<file path="src/rtl/mandel_job_scheduler.sv">
// Frame controller for a pool of Mandelbrot engines: walks the pixel grid,
// dispatches C coordinates to idle engines, and funnels results to frame RAM.
module mandel_job_scheduler #(
  parameter int NUM_ENG = 4,
  parameter int H_RES   = 640,
  parameter int V_RES   = 480,
  parameter int AW      = 19
) (
  input  logic                  clk,
  input  logic                  reset,
  input  logic                  start,
  input  logic [63:0]           c_real_start,
  input  logic [63:0]           c_imag_start,
  input  logic [63:0]           step,
  output logic [NUM_ENG-1:0]    job_valid,
  input  logic [NUM_ENG-1:0]    job_ready,
  output logic [63:0]           job_c_real,
  output logic [63:0]           job_c_imag,
  output logic [AW-1:0]         job_addr,
  input  logic [NUM_ENG-1:0]    res_valid,
  output logic [NUM_ENG-1:0]    res_ready,
  input  logic [NUM_ENG*AW-1:0] res_addr,
  input  logic [NUM_ENG*12-1:0] res_color,
  output logic [AW-1:0]         addrA,
  output logic [11:0]           dinA,
  output logic                  wea,
  output logic                  busy,
  output logic                  frame_done
);

  localparam int PW = (NUM_ENG > 1) ? $clog2(NUM_ENG) : 1;
  localparam int OW = $clog2(NUM_ENG) + 1;
  localparam int XW = (H_RES > 1) ? $clog2(H_RES) : 1;
  localparam int YW = (V_RES > 1) ? $clog2(V_RES) : 1;

  typedef enum logic [1:0] {IDLE, DISPATCH, DRAIN, FLUSH} state_t;

  // Handshakes: a transfer happens in any cycle where valid[i] and ready[i]
  // are both high; job_valid and res_ready are one-hot and never hold a cycle.
  state_t          state;
  logic [63:0]     st_real, st_imag, st_step;
  logic [63:0]     c_real, c_imag;
  logic [XW-1:0]   x;
  logic [YW-1:0]   y;
  logic [PW-1:0]   issue_ptr, res_ptr;
  logic [OW-1:0]   outstanding;
  logic [PW:0]     job_pick, res_pick;
  logic [PW-1:0]   res_i;
  logic            issue, accept, last_pix, suppress;

  // Returns {found, index} of the first set request at or after ptr.
  function automatic logic [PW:0] rr_first(input logic [NUM_ENG-1:0] req,
                                           input logic [PW-1:0] ptr);
    logic [PW:0] r;
    int          idx;
    r = '0;
    for (int k = NUM_ENG - 1; k >= 0; k--) begin
      idx = int'(ptr) + k;
      if (idx >= NUM_ENG) idx = idx - NUM_ENG;
      if (req[idx[PW-1:0]]) r = {1'b1, idx[PW-1:0]};
    end
    return r;
  endfunction

  function automatic logic [PW-1:0] next_ptr(input logic [PW-1:0] p);
    return (p == PW'(NUM_ENG - 1)) ? '0 : p + PW'(1);
  endfunction

  assign job_pick = rr_first(job_ready, issue_ptr);
  assign res_pick = rr_first(res_valid, res_ptr);
  assign res_i    = res_pick[PW-1:0];
  assign issue    = (state == DISPATCH) && job_pick[PW];
  assign accept   = res_pick[PW];
  assign last_pix = (x == XW'(H_RES - 1)) && (y == YW'(V_RES - 1));
  // Results of an aborted frame, including one granted in the restart cycle, are never written.
  assign suppress = (state == FLUSH) || (start && (state == DISPATCH || state == DRAIN));

  always_comb begin
    job_valid = '0;
    res_ready = '0;
    if (!reset) begin
      if (issue)  job_valid[job_pick[PW-1:0]] = 1'b1;
      if (accept) res_ready[res_i] = 1'b1;
    end
  end

  assign job_c_real = c_real;
  assign job_c_imag = c_imag;
  assign busy       = (state != IDLE);

  always_ff @(posedge clk) begin
    if (reset) begin
      state       <= IDLE;
      st_real     <= '0;
      st_imag     <= '0;
      st_step     <= '0;
      c_real      <= '0;
      c_imag      <= '0;
      x           <= '0;
      y           <= '0;
      job_addr    <= '0;
      issue_ptr   <= '0;
      res_ptr     <= '0;
      outstanding <= '0;
      addrA       <= '0;
      dinA        <= '0;
      wea         <= 1'b0;
      frame_done  <= 1'b0;
    end else begin
      frame_done <= 1'b0;
      wea        <= accept && !suppress;
      if (accept) begin
        addrA   <= res_addr[int'(res_i)*AW +: AW];
        dinA    <= res_color[int'(res_i)*12 +: 12];
        res_ptr <= next_ptr(res_i);
      end

      if (issue && !accept)      outstanding <= outstanding + OW'(1);
      else if (!issue && accept) outstanding <= outstanding - OW'(1);

      case (state)
        IDLE: begin
          if (start) begin
            st_real  <= c_real_start;
            st_imag  <= c_imag_start;
            st_step  <= step;
            c_real   <= c_real_start;
            c_imag   <= c_imag_start;
            x        <= '0;
            y        <= '0;
            job_addr <= '0;
            state    <= DISPATCH;
          end
        end
        DISPATCH: begin
          if (issue) begin
            issue_ptr <= next_ptr(job_pick[PW-1:0]);
            job_addr  <= job_addr + AW'(1);
            if (x == XW'(H_RES - 1)) begin
              x      <= '0;
              y      <= y + YW'(1);
              c_real <= st_real;
              c_imag <= c_imag - st_step;
            end else begin
              x      <= x + XW'(1);
              c_real <= c_real + st_step;
            end
          end
          if (start) begin
            st_real <= c_real_start;
            st_imag <= c_imag_start;
            st_step <= step;
            state   <= FLUSH;
          end else if (issue && last_pix) begin
            state <= DRAIN;
          end
        end
        DRAIN: begin
          if (start) begin
            st_real <= c_real_start;
            st_imag <= c_imag_start;
            st_step <= step;
            state   <= FLUSH;
          end else if (outstanding == '0 && !wea) begin
            frame_done <= 1'b1;
            state      <= IDLE;
          end
        end
        FLUSH: begin
          if (start) begin
            st_real <= c_real_start;
            st_imag <= c_imag_start;
            st_step <= step;
          end else if (outstanding == '0) begin
            c_real   <= st_real;
            c_imag   <= st_imag;
            x        <= '0;
            y        <= '0;
            job_addr <= '0;
            state    <= DISPATCH;
          end
        end
        default: state <= IDLE;
      endcase
    end
  end

endmodule

</file>
<file path="config.mk">
export PLATFORM = sky130hd
export DESIGN_NAME = mandel_job_scheduler
export DESIGN_NICKNAME = d
export VERILOG_FILES = /design/src/rtl/mandel_job_scheduler.sv
export SDC_FILE = /design/constraint.sdc
export NUM_CORES = 1
export LEC_CHECK = 0
export CELL_PAD_IN_SITES_DETAIL_PLACEMENT = 0
export CELL_PAD_IN_SITES_GLOBAL_PLACEMENT = 2
export CORE_MARGIN = 2
export CORE_UTILIZATION = 29
export CTS_CLUSTER_DIAMETER = 80
export CTS_CLUSTER_SIZE = 12
export DETAILED_ROUTE_END_ITERATION = 10
export PLACE_DENSITY_LB_ADDON = 0.1
export SLEW_MARGIN = 0
export SYNTH_ARGS = -nofsm -noshare
export SYNTH_HDL_FRONTEND = slang
export SYNTH_SLANG_ARGS = --single-unit
</file>
<file path="constraint.sdc">
create_clock -name clk -period 4.69 [get_ports clk]
set_input_delay 0.938 -clock clk [delete_from_list [all_inputs] [get_ports clk]]
set_output_delay 0.938 -clock clk [all_outputs]
set_load 0.05 [all_outputs]
</file>
Yosys cells after proc, flatten, opt, wreduce, memory -nomap -nowiden --
Cells that the tools add are included. W data, S select, Z words.
Storage, ports and cells: register bits 400, bits of input ports 327, word-level logic and storage cells 192
Cells by class: $mul 2, reductions and logical operators 27, bitwise operators 1, mux-type cells 86, magnitude comparators 20, $add $sub $neg 23, shifts and indexed selects 2, eq/ne operators 15
Operators with widths (count):
- $mux W64 | 14
- $pmux W64 S3 | 2
- $mux W19 | 4
- $shiftx A76 B8 Y19 | 1
- $add A64 B64 Y64 | 1
- $sub A64 B64 Y64 | 1
- $pmux W19 S3 | 1
- $mux W10 | 5
- $shiftx A48 B7 Y12 | 1
- $mux W9 | 5
- $mux W2 | 17
- $lt A2 B3 Y1 const B | 10
- $mux W3 | 10
- $pmux W10 S3 | 1
- $pmux W9 S3 | 1
- $add A19 B1 Y19 const B | 1
- $ge A3 B3 Y1 const B | 6
- $bmux W1 S2 | 8
- $mux W4 | 4
- $sub A2 B1 Y2 const B | 8
- $add A2 B2 Y3 const B | 4
- $mux W1 | 11
- $add A10 B1 Y10 const B | 1
- $eq A10 B10 Y1 const B | 1
- other kinds (30) | 58

Longest topological paths before layout --
depth in word-level cells 15, mapped depth 14, gate-level depth less buffers 14

Least setup slack after synthesis --
No wires, ideal clock.
path kind input port to output port, from input port res_valid[0], to output port res_ready[2], stages on the path 10, path slack 0.978 ns, data arrival time 2.774 ns, data required time 3.752 ns, cells stage by stage inv_1 nor2_1 a21oi_1 nor2_1 a211o_1 clkbuf_1 clkbuf_1 buf_1 ha_1 and2_1
Between the ends: cells in the longest elaborated chain, start to end 12
Ends and longest elaborated chain:
- start: declaration | RTL line 20 | input logic [NUM_ENG-1:0] res_valid,
- $bmux W1 S2 | RTL line 60 | if (req[idx[PW-1:0]]) r = {1'b1, idx[PW-1:0]};
- $mux W1 (not written as such) | RTL line 60
- $mux W3 (3 in a row) | RTL line 60
- $mux W3 (*) | RTL line 60
- $lt A2 B3 Y1 (not written as such) or $ge A2 B1 Y1 (tied branches) | RTL line 83 | if (accept) res_ready[res_i] = 1'b1;
- $logic_and A1 B1 Y1 (not written as such) | RTL line 83
- $mux W1 (not written as such) | RTL line 83
- $demux W1 S2 | RTL line 83
- $mux W4 (*) | RTL line 83
- $mux W4 (*) | RTL line 81 | if (!reset) begin
- end: declaration | RTL line 21 | output logic [NUM_ENG-1:0] res_ready,
Mark *: on every way between the ends. The rest lies on a longest branch, timed or not. The select of a mux whose other input is x is not followed.

Worst setup path after layout --
from register c_real[0], in the netlist job_c_real[0], to register c_real[52], in the netlist job_c_real[52]
Between the ends: cells in the longest elaborated chain, start to end 4
Ends and longest elaborated chain:
- start: declaration | RTL line 42 | logic [63:0] c_real, c_imag;
- start signal: assignment | RTL line 127 | c_real <= c_real_start;
- start signal: assignment | RTL line 142 | c_real <= st_real;
- start signal: assignment | RTL line 146 | c_real <= c_real + st_step;
- $add A64 B64 Y64 | RTL line 146
- $mux W64 | RTL line 139 | if (x == XW'(H_RES - 1)) begin
- $mux W64 | RTL line 136 | if (issue) begin
- $pmux W64 S3 | RTL line 121 | case (state)
No other way between the ends. The select of a mux whose other input is x is not followed. A chain may end at the register's enable or synchronous reset.

==> tab_implementation.tex <==
\begin{tabular}{lr}
\hline
Metric & Value \\
\hline
\multicolumn{2}{l}{\textbf{Power and ir drop}} \\
Total chip power & 17850 uW \\
Worst VDD drop & 0.2852 mV \\
Power Dens Cells & 556.5 nW/um\^{}2 \\
Static leakage & 0.01292 uW \\
\multicolumn{2}{l}{\textbf{Cells and area}} \\
FILL cells & 8772 \\
Ratio of cells with drive above 1 in the final layout & 4.032\% \\
Area Growth Syn to Fin & 30.09\% \\
Nets@finish & 4180 \\
Area of all sequential standard cells & 8008 um\^{}2 \\
Combined area of the multi-input logic cells & 15370 um\^{}2 \\
\multicolumn{2}{l}{\textbf{Outcome}} \\
Result of the run & finished, final reports clean \\
\multicolumn{2}{l}{\textbf{Worst hold path}} \\
Launch point of the worst hold path & st\_imag[18] \\
Path class of the lowest-slack min-delay path & reg -> reg \\
Number of stages on the worst hold path & 2 \\
Hold EP & st\_imag[18] \\
\multicolumn{2}{l}{\textbf{Place}} \\
\# port buffers & 515 \\
Total half-perimeter wirelength after legalization and detailed placement & 84910 um \\
Routability cong. & 0.9164 \\
Post-placement worst setup slack & 0.4011 ns \\
\multicolumn{2}{l}{\textbf{Critical path}} \\
Arrival time at the worst endpoint & 4.81 ns \\
Reg2Reg Setup Slack & 0.34 ns \\
Slowest cell delay on critical path & 0.64 ns \\
Worst R2R End & job\_c\_real[52] \\
FF-to-FF Start & job\_c\_real[0] \\
Number of cells traversed by the worst register-to-register path & 15 \\
Required @ worst endpoint & 5.15 ns \\
Cell chain of the critical path & ha\_1 -> inv\_1 -> fa\_1 -> nor2b\_1 -> o31a\_1 -> o211ai\_1 -> a31oi\_1 -> a21oi\_1 -> a2111oi\_0 -> buf\_4 -> o211ai\_1 -> a21oi\_1 -> xor2\_1 -> a222oi\_1 -> a21oi\_1 \\
Number of buffers and inverters on the critical path & 2 \\
Element type at the critical path end & flip-flop \\
Most numerous cell on the critical path & sky130\_fd\_sc\_hd\_\_a21oi\_1 \\
Standard cell with the maximum stage delay on the critical path & sky130\_fd\_sc\_hd\_\_a2111oi\_0 \\
Sort of element at the start of the critical path & flip-flop \\
Kind of critical path & reg -> reg \\
Top fanout value on the critical path & 3 \\
Crit-path leading delay family & compound AO/OA/AOI/OAI gates \\
\multicolumn{2}{l}{\textbf{GRT}} \\
GRT overflow & 0 \\
Global-route wire length before repair & 165000 um \\
Pin count of the biggest net entering global routing & 168 \\
Vias in the first global route & 25340 \\
Global-route usage over all layers & 24.84\% \\
Initial antenna violation count & 8 \\
\multicolumn{2}{l}{\textbf{Drt}} \\
Iteration-0 DRC count of the detailed router & 1821 \\
Initial DRT Pass Iterations & 9 \\
Number of antenna-violating nets in the routed design & 0 \\
Vias after detailed routing & 26090 \\
Detailed-route vias per instance & 5.373 \\
Number of design rule violations left after detail routing & 0 \\
Post-Route WL & 112400 um \\
Wire length per cell & 23.15 um \\
\multicolumn{2}{l}{\textbf{Die}} \\
Total die area & 87390 um\^{}2 \\
Die H & 295.6 um \\
Boundary Pins & 516 \\
Total number of placement rows & 106 \\
Die width & 295.6 um \\
Starting density of the core & 29.37\% \\
Area of the placeable core & 83950 um\^{}2 \\
\multicolumn{2}{l}{\textbf{Synthesis}} \\
Syn nets & 3813 \\
Sequential element share of the synthesized area & 32.47\% \\
Predominant post-synthesis flop cell & sky130\_fd\_sc\_hd\_\_dfxtp\_1 \\
Count of mapped cells out of synthesis & 3341 \\
YS warnings & 0 \\
Asr flop ratio synth & 0\% \\
Count of cell types in the netlist & 79 \\
Post-synthesis area per instance & 7.381 um\^{}2 \\
Synthesized cell area & 24660 um\^{}2 \\
Number of enable-type register cells in the synthesized netlist & 0 \\
Flop and latch count out of synthesis & 400 \\
\multicolumn{2}{l}{\textbf{Clock network}} \\
Post-CTS resize count & 0 \\
CTS clk-pin slew, worst paths & 0.06 ns \\
Hold buffer count at cts & 0 \\
Num Clock Sinks & 400 \\
Setup fix buffers added after clock tree synthesis & 0 \\
TritonCTS clock tree & done \\
Maximum level of the CTS H-tree & 2 \\
Number of buffers on the longest clock path & 3 \\
Clock latency reported for the late side of the worst-skew pair & 0.60 ns \\
Buffer cell driving the clock tree root & sky130\_fd\_sc\_hd\_\_clkbuf\_16 \\
Inserted Clock Buffers & 41 \\
\multicolumn{2}{l}{\textbf{STA}} \\
Worst clock skew on the final layout & 0.04692 ns \\
Hold Vio Cnt, Final & 0 \\
Final period util & 92.75\% \\
Post-layout worst setup margin & 0.3400 ns \\
Setup repair after global routing missed its margin & false \\
Remaining max-slew budget at the tightest pin & 21.33\% \\
Final Setup Violations & 0 \\
Max-slew violations & 0 \\
Final critical delay including setup and external delays & 4.350 ns \\
Fmax & 0.2299 GHz \\
Fin Hold WS & 0.4508 ns \\
Pin slew with the least headroom to its limit & 1.180 ns \\
Final TNS setup & 0 ns \\
\multicolumn{2}{l}{\textbf{Job}} \\
Number of maximum-capacitance constraint violations & 0 \\
\hline
\end{tabular}
-- registers in the layout (all words and copies together), names as in the netlist --
name         count
st_step         64
job_c_imag      64
res_ptr          2
x               10
issue_ptr        2
dinA            12
st_imag         64
outstanding      3
wea              1
addrA           19
frame_done       1
job_addr        19
state            2
st_real         64
y                9
job_c_real      64
-- how the worst max path moves through the flow --
stage	start	end	cells after the start	slack (ns)
floorplan	res_valid[0]	res_ready[2]	10	0.98
global placement	job_c_real[0]	job_c_real[56]	15	0.42
detailed placement	job_c_real[0]	job_c_real[62]	16	0.40
CTS	job_c_real[0]	job_c_real[62]	16	0.37
global route	job_c_real[0]	job_c_real[60]	16	0.07
finish	job_c_real[0]	job_c_real[52]	15	0.34
-- worst reg2reg max path: stages (launching register included) --
cell and delay [ns]:
sky130_fd_sc_hd__dfxtp_1 0.38, sky130_fd_sc_hd__ha_1 0.23, sky130_fd_sc_hd__inv_1 0.07, sky130_fd_sc_hd__fa_1 0.42
sky130_fd_sc_hd__nor2b_1 0.19, sky130_fd_sc_hd__o31a_1 0.20, sky130_fd_sc_hd__o211ai_1 0.14, sky130_fd_sc_hd__a31oi_1 0.40
sky130_fd_sc_hd__a21oi_1 0.31, sky130_fd_sc_hd__a2111oi_0 0.64, sky130_fd_sc_hd__buf_4 0.24, sky130_fd_sc_hd__o211ai_1 0.16
sky130_fd_sc_hd__a21oi_1 0.28, sky130_fd_sc_hd__xor2_1 0.13, sky130_fd_sc_hd__a222oi_1 0.32, sky130_fd_sc_hd__a21oi_1 0.13
-- cell type report --
cell class,instances,area share [%]
clock buffers,50,3.498
inverters,121,1.416
diodes,2,0.01560
flip-flops and latches,400,24.96
clock inverters,5,0.2028
multi-input cells,2578,47.92
repair buffers,566,17.57
well taps,1134,4.423
-- logic make-up after synthesis --
family / share of synthesized area, %
muxes: 0.3399
and+or+nand+nor: 21.24
AOI/OAI and AO/OA: 28.21
buffers and inverters: 5.535
adders and majority gates: 7.448
DFF: 32.47
xor gates and xnor gates: 4.759
-- placed cells by master, fill, tap and decap left out, types with 15 or more instances in the layout --
cell type	synthesis	final
sky130_fd_sc_hd__o21ai_0	148	148
sky130_fd_sc_hd__and3_1	47	47
sky130_fd_sc_hd__nand4_1	51	51
sky130_fd_sc_hd__a221o_1	44	44
sky130_fd_sc_hd__a211oi_1	41	41
sky130_fd_sc_hd__a221oi_1	21	21
sky130_fd_sc_hd__clkbuf_16	0	43
sky130_fd_sc_hd__xnor2_1	77	77
sky130_fd_sc_hd__a222oi_1	47	47
sky130_fd_sc_hd__a21o_1	89	87
sky130_fd_sc_hd__nor2_1	251	248
sky130_fd_sc_hd__xor2_1	57	57
sky130_fd_sc_hd__o21a_1	19	19
sky130_fd_sc_hd__a311oi_1	48	48
sky130_fd_sc_hd__a31oi_1	15	15
sky130_fd_sc_hd__nand2_1	660	659
sky130_fd_sc_hd__nand3_1	42	42
sky130_fd_sc_hd__buf_4	0	50
sky130_fd_sc_hd__dfxtp_1	400	400
sky130_fd_sc_hd__or3_1	17	17
sky130_fd_sc_hd__o21bai_1	27	27
sky130_fd_sc_hd__clkdlybuf4s50_1	0	506
sky130_fd_sc_hd__inv_1	120	119
sky130_fd_sc_hd__a21oi_1	480	478
sky130_fd_sc_hd__nor3_1	63	63
sky130_fd_sc_hd__ha_1	142	140
-- metal layers --
metal / track usage [%] / up-vias / wire length, um
met5: 0 / - / 68
met4: 5.980 / 10 / 2648
met3: 4.722 / 105 / 7202
met2: 43.27 / 826 / 54810
met1: 31.47 / 12500 / 47700
li1: - / 12660 / -
-- power breakdown --
group	total, uW	internal [uW]	switching [uW]
registers	4660	4000	658
clock network	3200	1730	1470
logic	9990	3570	6420
-- Yosys cell counts, types with 6 or more instances --
library cell / number / area (um^2)
sky130_fd_sc_hd__dfxtp_1: 400 / 8008
sky130_fd_sc_hd__a2111oi_0: 6 / 52.55
sky130_fd_sc_hd__a31oi_1: 15 / 93.84
sky130_fd_sc_hd__a221o_1: 44 / 440.4
sky130_fd_sc_hd__nor3_1: 63 / 315.3
sky130_fd_sc_hd__nor2_1: 251 / 942.2
sky130_fd_sc_hd__buf_1: 14 / 52.55
sky130_fd_sc_hd__o22ai_1: 6 / 37.54
sky130_fd_sc_hd__clkbuf_1: 226 / 848.3
sky130_fd_sc_hd__o21bai_1: 27 / 202.7
sky130_fd_sc_hd__o31ai_1: 13 / 97.59
sky130_fd_sc_hd__o211ai_1: 7 / 52.55
sky130_fd_sc_hd__and3_1: 47 / 294.0
sky130_fd_sc_hd__or3_1: 17 / 106.4
sky130_fd_sc_hd__nor3b_1: 7 / 52.55
sky130_fd_sc_hd__ha_1: 142 / 1777
sky130_fd_sc_hd__a21o_1: 89 / 668.1
sky130_fd_sc_hd__a311oi_1: 48 / 420.4
sky130_fd_sc_hd__a21boi_0: 10 / 75.07
sky130_fd_sc_hd__or4_1: 8 / 60.06
sky130_fd_sc_hd__a222oi_1: 47 / 470.5
sky130_fd_sc_hd__nand2b_1: 7 / 43.79
sky130_fd_sc_hd__a21oi_1: 480 / 2402
sky130_fd_sc_hd__a22oi_1: 13 / 97.59
sky130_fd_sc_hd__o21a_1: 19 / 142.6
sky130_fd_sc_hd__a221oi_1: 21 / 183.9
sky130_fd_sc_hd__o41ai_1: 6 / 52.55
sky130_fd_sc_hd__and2_1: 11 / 68.82
sky130_fd_sc_hd__xnor2_1: 77 / 674.4
sky130_fd_sc_hd__nor4_1: 7 / 43.79
sky130_fd_sc_hd__nand4_1: 51 / 319.1
sky130_fd_sc_hd__inv_1: 120 / 450.4
sky130_fd_sc_hd__o21ai_0: 148 / 740.7
sky130_fd_sc_hd__nand3_1: 42 / 210.2
sky130_fd_sc_hd__nand2_1: 660 / 2477
sky130_fd_sc_hd__or2_2: 6 / 37.54
sky130_fd_sc_hd__nor2b_1: 13 / 81.33
sky130_fd_sc_hd__xor2_1: 57 / 499.2
sky130_fd_sc_hd__a211oi_1: 41 / 307.8
-- per-stage QoR --
| step | instances | area, um^2 | utilization [%] |
|---|---|---|---|
| 2_1_floorplan | 3341 | 24660 | - |
| 3_5_place_dp | 4799 | 30890 | 36.79 |
| 5_1_grt | 4855 | 32080 | 38.21 |
| 6_report | 4856 | 32080 | 38.21 |
| 4_1_cts | 4854 | 32080 | 38.21 |
| 3_3_place_gp | 4799 | 30890 | 36.79 |
Note: power is estimated with default switching activity, not from simulation.
